**src/rtl/pipelined_carry_adder.sv**
```systemverilog
// pipelined_carry_adder: WIDTH-bit add/subtract split into STAGES registered
// ripple-carry slices, valid/ready streaming with backpressure.
// Optional feature macro: ADDER_OVERFLOW_EN adds o_overflow (signed overflow of
// the op currently presented on o_result).
module pipelined_carry_adder #(
    parameter int WIDTH  = 8,
    parameter int STAGES = 2
) (
    input  logic             i_clk,
    input  logic             i_rst,
    input  logic             i_valid,
    output logic             o_ready,
    input  logic [WIDTH-1:0] i_add_term1,
    input  logic [WIDTH-1:0] i_add_term2,
    input  logic             i_carry,
    input  logic             i_sub,
    output logic             o_valid,
    input  logic             i_ready,
`ifdef ADDER_OVERFLOW_EN
    output logic             o_overflow,
`endif
    output logic [WIDTH:0]   o_result
);

    localparam int SLICE = WIDTH / STAGES;

    // Stage k registers hold the operands, the sum bits completed so far and
    // the carry out of slice k. Lower operand bits in later stages go unused.
    logic [STAGES-1:0]            r_vld_pipe;
    logic [STAGES-1:0][WIDTH-1:0] r_a;
    logic [STAGES-1:0][WIDTH-1:0] r_b;
    logic [STAGES-1:0][WIDTH-1:0] r_sum;
    logic [STAGES-1:0]            r_c;

    logic [STAGES-1:0][WIDTH-1:0] w_a_in;
    logic [STAGES-1:0][WIDTH-1:0] w_b_in;
    logic [STAGES-1:0][WIDTH-1:0] w_sum_in;
    logic [STAGES-1:0][WIDTH-1:0] w_sum_out;
    logic [STAGES-1:0]            w_c_in;
    logic [STAGES-1:0]            w_c_out;
    logic                         w_adv;
`ifdef ADDER_OVERFLOW_EN
    logic                         w_c_msb;
    logic                         r_ovf;
`endif

    // Pipeline advances unless the output holds a result nobody is taking.
    always_comb begin
        w_adv = !r_vld_pipe[STAGES-1] || i_ready;
    end

    assign o_ready  = w_adv;
    assign o_valid  = r_vld_pipe[STAGES-1];
    assign o_result = {r_c[STAGES-1], r_sum[STAGES-1]};
`ifdef ADDER_OVERFLOW_EN
    assign o_overflow = r_ovf;
`endif

    // Slice inputs: stage 0 from the ports (B inverted and carry flipped for
    // subtract), later stages from the previous stage's registers.
    always_comb begin
        w_a_in   = '0;
        w_b_in   = '0;
        w_sum_in = '0;
        w_c_in   = '0;
        w_a_in[0] = i_add_term1;
        w_b_in[0] = i_sub ? ~i_add_term2 : i_add_term2;
        w_c_in[0] = i_sub ^ i_carry;
        for (int k = 1; k < STAGES; k++) begin
            w_a_in[k]   = r_a[k-1];
            w_b_in[k]   = r_b[k-1];
            w_sum_in[k] = r_sum[k-1];
            w_c_in[k]   = r_c[k-1];
        end
    end

    // Ripple-carry add of each stage's own SLICE bits.
    always_comb begin
        logic c;
        w_sum_out = w_sum_in;
        w_c_out   = '0;
`ifdef ADDER_OVERFLOW_EN
        w_c_msb   = 1'b0;
`endif
        for (int k = 0; k < STAGES; k++) begin
            c = w_c_in[k];
            for (int j = 0; j < SLICE; j++) begin
                w_sum_out[k][k*SLICE+j] = w_a_in[k][k*SLICE+j] ^ w_b_in[k][k*SLICE+j] ^ c;
`ifdef ADDER_OVERFLOW_EN
                if (k*SLICE+j == WIDTH-1) w_c_msb = c;
`endif
                c = (w_a_in[k][k*SLICE+j] & w_b_in[k][k*SLICE+j]) |
                    (c & (w_a_in[k][k*SLICE+j] ^ w_b_in[k][k*SLICE+j]));
            end
            w_c_out[k] = c;
        end
    end

    // Stage registers: shift together on advance, hold everything on stall.
    always_ff @(posedge i_clk) begin
        if (i_rst) begin
            r_vld_pipe <= '0;
            r_a        <= '0;
            r_b        <= '0;
            r_sum      <= '0;
            r_c        <= '0;
        end else if (w_adv) begin
            r_vld_pipe[0] <= i_valid;
            if (i_valid) begin
                r_a[0]   <= w_a_in[0];
                r_b[0]   <= w_b_in[0];
                r_sum[0] <= w_sum_out[0];
                r_c[0]   <= w_c_out[0];
            end
            for (int k = 1; k < STAGES; k++) begin
                r_vld_pipe[k] <= r_vld_pipe[k-1];
                r_a[k]        <= w_a_in[k];
                r_b[k]        <= w_b_in[k];
                r_sum[k]      <= w_sum_out[k];
                r_c[k]        <= w_c_out[k];
            end
        end
    end

`ifdef ADDER_OVERFLOW_EN
    // Signed overflow moves with the final stage so it stays paired with o_result.
    always_ff @(posedge i_clk) begin
        if (i_rst) begin
            r_ovf <= 1'b0;
        end else if (w_adv && (STAGES > 1 || i_valid)) begin
            r_ovf <= w_c_msb ^ w_c_out[STAGES-1];
        end
    end
`endif

endmodule

```
**config.mk**
```make
export PLATFORM = sky130hd
export DESIGN_NAME = pipelined_carry_adder
export DESIGN_NICKNAME = d
export VERILOG_FILES = /design/src/rtl/pipelined_carry_adder.sv
export SDC_FILE = /design/constraint.sdc
export NUM_CORES = 1
export LEC_CHECK = 0
export ABC_AREA = 1
export BUFFER_PORTS_ARGS = -buffer_cell sky130_fd_sc_hd__buf_2
export CELL_PAD_IN_SITES_DETAIL_PLACEMENT = 2
export CELL_PAD_IN_SITES_GLOBAL_PLACEMENT = 2
export CORE_MARGIN = 3
export CORE_UTILIZATION = 31
export DETAILED_ROUTE_END_ITERATION = 12
export PLACE_DENSITY = 0.95
export SLEW_MARGIN = 20
export SYNTH_ARGS = -nofsm -noshare
export SYNTH_HDL_FRONTEND = slang
export SYNTH_SLANG_ARGS = --single-unit
export TNS_END_PERCENT = 30
```
**constraint.sdc**
```tcl
create_clock -name i_clk -period 7.4 [get_ports i_clk]
set_clock_uncertainty 0.2 [all_clocks]
set_input_delay 0.74 -clock i_clk [delete_from_list [all_inputs] [get_ports i_clk]]
set_output_delay 0.74 -clock i_clk [all_outputs]
set_load 0.05 [all_outputs]
```
**After elaboration in Yosys (flattened, before gate mapping)**

Index checks and enable logic that the tools add are counted.

- $add $sub $neg: 0
- Multiply operators: 0
- Divide/modulo/power cells: 0
- $lt $le $gt $ge: 0
- Eq/ne operators: 0
- Shifts and indexed selects: 0
- Muxes and demuxes: 1
- Bitwise logic cells: 42
- Reduce and logical (&&, ||, !) cells: 3

Operators with widths:

| cell | number |
|---|---|
| 1-bit bitwise XOR | 17 |
| 1-bit bitwise AND | 16 |
| 8-bit two-way mux | 1 |
| 8-bit NOT | 1 |
| 1-bit bitwise OR | 8 |
| 2-bit AND reduction | 1 |
| 1-bit logical NOT | 1 |
| 1-bit logical OR | 1 |

- Flip-flop bits (word level): 32
- Latch bits: 0
- Bits in writable memories: 0
- Bits in read-only memories: 0
- Output and inout port bits: 11
- Logic and storage cells: 53
- Memories kept: 0

**Longest topological paths before layout**

- Word-level depth: 11
- Gate-level depth with buffers: 10
- Depth with buffers taken out: 9

**Worst setup path after synthesis**

OpenSTA, ideal clock, no wires.

- Path type: input to register
- From: in i_sub
- To: reg r_sum[3] (netlist bit)
- Library setup time: 0.116 ns
- Data arrival time: 2.697 ns
- Required time: 7.084 ns
- Setup slack: 4.387 ns
- Cell stages on the path: 10
- Buffers on the path: 1
- Path through: buf_4 -> xor2_1 -> fa_1 -> inv_1 -> fa_1 -> fa_1 -> inv_1 -> fa_1 -> o21ai_0 -> nor2_1

RTL lines:

| element | RTL line | source |
|---|---|---|
| start: declaration | 16 | `input logic i_sub,` |
| end signal: indexed assignment | 119 | `r_sum[k] <= w_sum_out[k];` |
| end: declaration | 32 | `logic [STAGES-1:0][WIDTH-1:0] r_sum;` |

==> results.json <==
{
  "fin_util": 0.375,
  "clockBufferDepth": 2,
  "hold_viol": 0,
  "synthSimpleGateAreaFrac": 0.189,
  "fp.dieH_um": 69.1,
  "setup.worst_path.end_class": "flop",
  "power.total_uw": 315,
  "fp-row-count": 22,
  "cp_common_cell": "fa_1",
  "grt_pass1_wl_um": 5040,
  "grt_pass1_vias": 1051,
  "first_pass_iters": 2,
  "route.final.wire_length_um": 2830,
  "ir_worst_vdd_v": 0.0000677,
  "cts_hold_buffers": 0,
  "gp_congestion": 0.687,
  "rsz0062_at_grt": "no",
  "p_clk_frac": 0.282,
  "worstPathArrival_ns": 2.88,
  "post-route-min-period_ns": 2.92,
  "core_um2": 3740,
  "die_x_um": 69.1,
  "cp.required_ns": 7.36,
  "power_frac_comb": 0.246,
  "portBuffers": 32,
  "synthAdderAreaFrac": 0.130,
  "netlist.area_leader.share": 0.389,
  "synth_top_family_by_area": "simple AND/OR/NAND/NOR gates",
  "worstSkewPairLatency_ns": 0.26,
  "leakagePower_nw": 0.697,
  "avgViaCountPerCell": 4.42,
  "route.detailed.drc": 0,
  "max_slew_margin": 0.599,
  "critPathLaunchType": "input pin",
  "cap_violations": 0,
  "synth_compound_area_frac": 0.0942,
  "cts.sinks": 24,
  "drv_slew": 0,
  "cp_max_fo": 10,
  "n_antenna_cell": 0,
  "antenna_found_initial": 0,
  "synthesis.area_um2": 1230,
  "synth_xor_area_frac": 0.0496,
  "synth_cell_types": 16,
  "post_cts_buffers": 0,
  "detail-route-antenna-nets": 0,
  "cpPeakStageDelay_ns": 0.40,
  "initial_core_util": 0.330,
  "synth-seq-area-share": 0.389,
  "ys_ff_latch": 24,
  "crit_type": "in2reg",
  "p_int_uw": 215,
  "vias": 995,
  "overflow": 0,
  "fmaxAchievable_mhz": 343,
  "fin_crit_sh": 0.394,
  "synth_area_leaders": "dfxtp_1 (39%), fa_1 (13%), nor2_1 (12%), buf_4 (6.7%), o21ai_0 (6.5%)",
  "hp-class": "reg2reg",
  "nNetsFinal": 208,
  "worst_slew_pin_slew_ns": 0.601,
  "drt_iter0_markers": 87,
  "root_buffer": "clkbuf_8",
  "fin_tns_setup_ns": 0,
  "hpwl_um": 2220,
  "syn2layout_area_growth_pct": 13.6,
  "cts_inserted_buffers": 3,
  "grt_max_degree": 23,
  "grt_use_total": 0.130,
  "sw_frac_of_total": 0.319,
  "htree_num_levels": 1,
  "synth_area_leader_cell": "dfxtp_1",
  "crit_slowest_cell": "fa_1",
  "crit_chain": "buf_2 > xor2_1 > fa_1 > inv_1 > fa_1 > fa_1 > inv_1 > fa_1 > o21ai_0 > nor2_1",
  "power_density_nw_per_um2": 225,
  "die_area_um2": 4780,
  "setup_viol": 0,
  "synth_nets": 186,
  "cts_resized": 0,
  "yosysWarnings": 0,
  "synthMuxAreaShare": 0,
  "p_switching_uw": 100,
  "setup_slack_ns": 4.48,
  "seq_power_share": 0.472,
  "io_pins": 33,
  "syn_inst": 156,
  "synth_area_per_cell_um2": 7.92,
  "pre_cts_ws_ns": 4.17,
  "cts.clk_slew.worst_paths_ns": 0.08,
  "status": "completed",
  "routedWlPerCell_um": 12.6,
  "cts_tree": "built",
  "drive_above_1_share": 0.226
}
-- registers in the layout, summed over array words and instances (netlist names) --
signal      flops
r_c             2
r_a             4
o_result        8
r_b             4
r_sum           4
r_vld_pipe      2
-- Yosys cell counts --
master,count
nor2_1,40
dfxtp_1,24
inv_1,19
nand2_1,19
o21ai_0,16
buf_4,11
fa_1,8
xor2_1,5
a21oi_1,4
buf_2,2
nand2_2,2
xnor2_1,2
a21oi_4,1
buf_6,1
clkbuf_1,1
inv_2,1
-- cell type report --
type                            count  area [um2]
Inverter                           20        75.1
Fill cell                         474        2340
Tap cell                           48        60.1
Timing Repair Buffer               32         160
Multi-Input combinational cell     97         572
Sequential cell                    24         480
Clock buffer                        4        55.1
-- layer usage --
layer | global-route usage | up-vias | wire length [um]
li1 | - | 495 | -
met1 | 0.167 | 468 | 1260
met2 | 0.215 | 30 | 1370
met3 | 0.0233 | 2 | 158
met4 | 0.0521 | 0 | 36
met5 | 0 | - | 0
-- worst max-delay path: cells and delay by family --
family / cells / cell delay (ns)
AO/OA/AOI/OAI: 1 / 0.16
XOR/XNOR: 1 / 0.21
adder cells (fa/ha/maj): 4 / 1.36
AND/OR/NAND/NOR: 1 / 0.05
buffers and inverters: 3 / 0.35
-- cells by family (layout without fill, tap and decap cells) --
| family | count (synthesis) | in the layout |
|---|---|---|
| AND/OR/NAND/NOR | 61 | 61 |
| XOR/XNOR | 7 | 7 |
| adder cells (fa/ha/maj) | 8 | 8 |
| AO/OA/AOI/OAI | 21 | 21 |
| buffers and inverters | 35 | 56 |
| flip-flops | 24 | 24 |
-- metrics by stage --
stage | hold WS, ns | instances | area, um2
5_1_grt | 0.332 | 225 | 1400
4_1_cts | 0.304 | 225 | 1400
3_5_place_dp | 0.282 | 221 | 1350
6_report | 0.297 | 225 | 1400
2_1_floorplan | 0.235 | 156 | 1230
3_3_place_gp | 0.247 | 221 | 1350
-- power groups by stage --
stage | Clock [mW] | Combinational (mW) | Sequential (mW)
after floorplan | 0 | 0.0642 | 0.151
after detailed placement | 0 | 0.0789 | 0.152
after global placement | 0 | 0.0754 | 0.151
after CTS | 0.0909 | 0.0797 | 0.149
final | 0.0888 | 0.0774 | 0.149
after global routing | 0.0989 | 0.0889 | 0.151
-- final timing paths --
kind	start	end	slack, ns	depth (start not counted)
hold / removal	r_vld_pipe[0]	r_vld_pipe[0]	0.30	2
setup / recovery	i_sub	r_sum[3]	4.48	10
hold reg to reg	r_vld_pipe[0]	r_vld_pipe[0]	0.30	2
setup reg to reg	r_a[4]	o_result[7]	5.11	8
-- layout by cell type, fill, tap and decap left out --
master	instances
xnor2_1	2
a21oi_1	4
xor2_1	5
inv_2	1
inv_1	19
clkbuf_8	4
buf_2	32
dfxtp_1	24
o21ai_0	16
nand2_1	19
nor2_1	40
fa_1	8
nand2_2	2
a21oi_4	1
No activity file was read; power rests on OpenSTA's default activity.
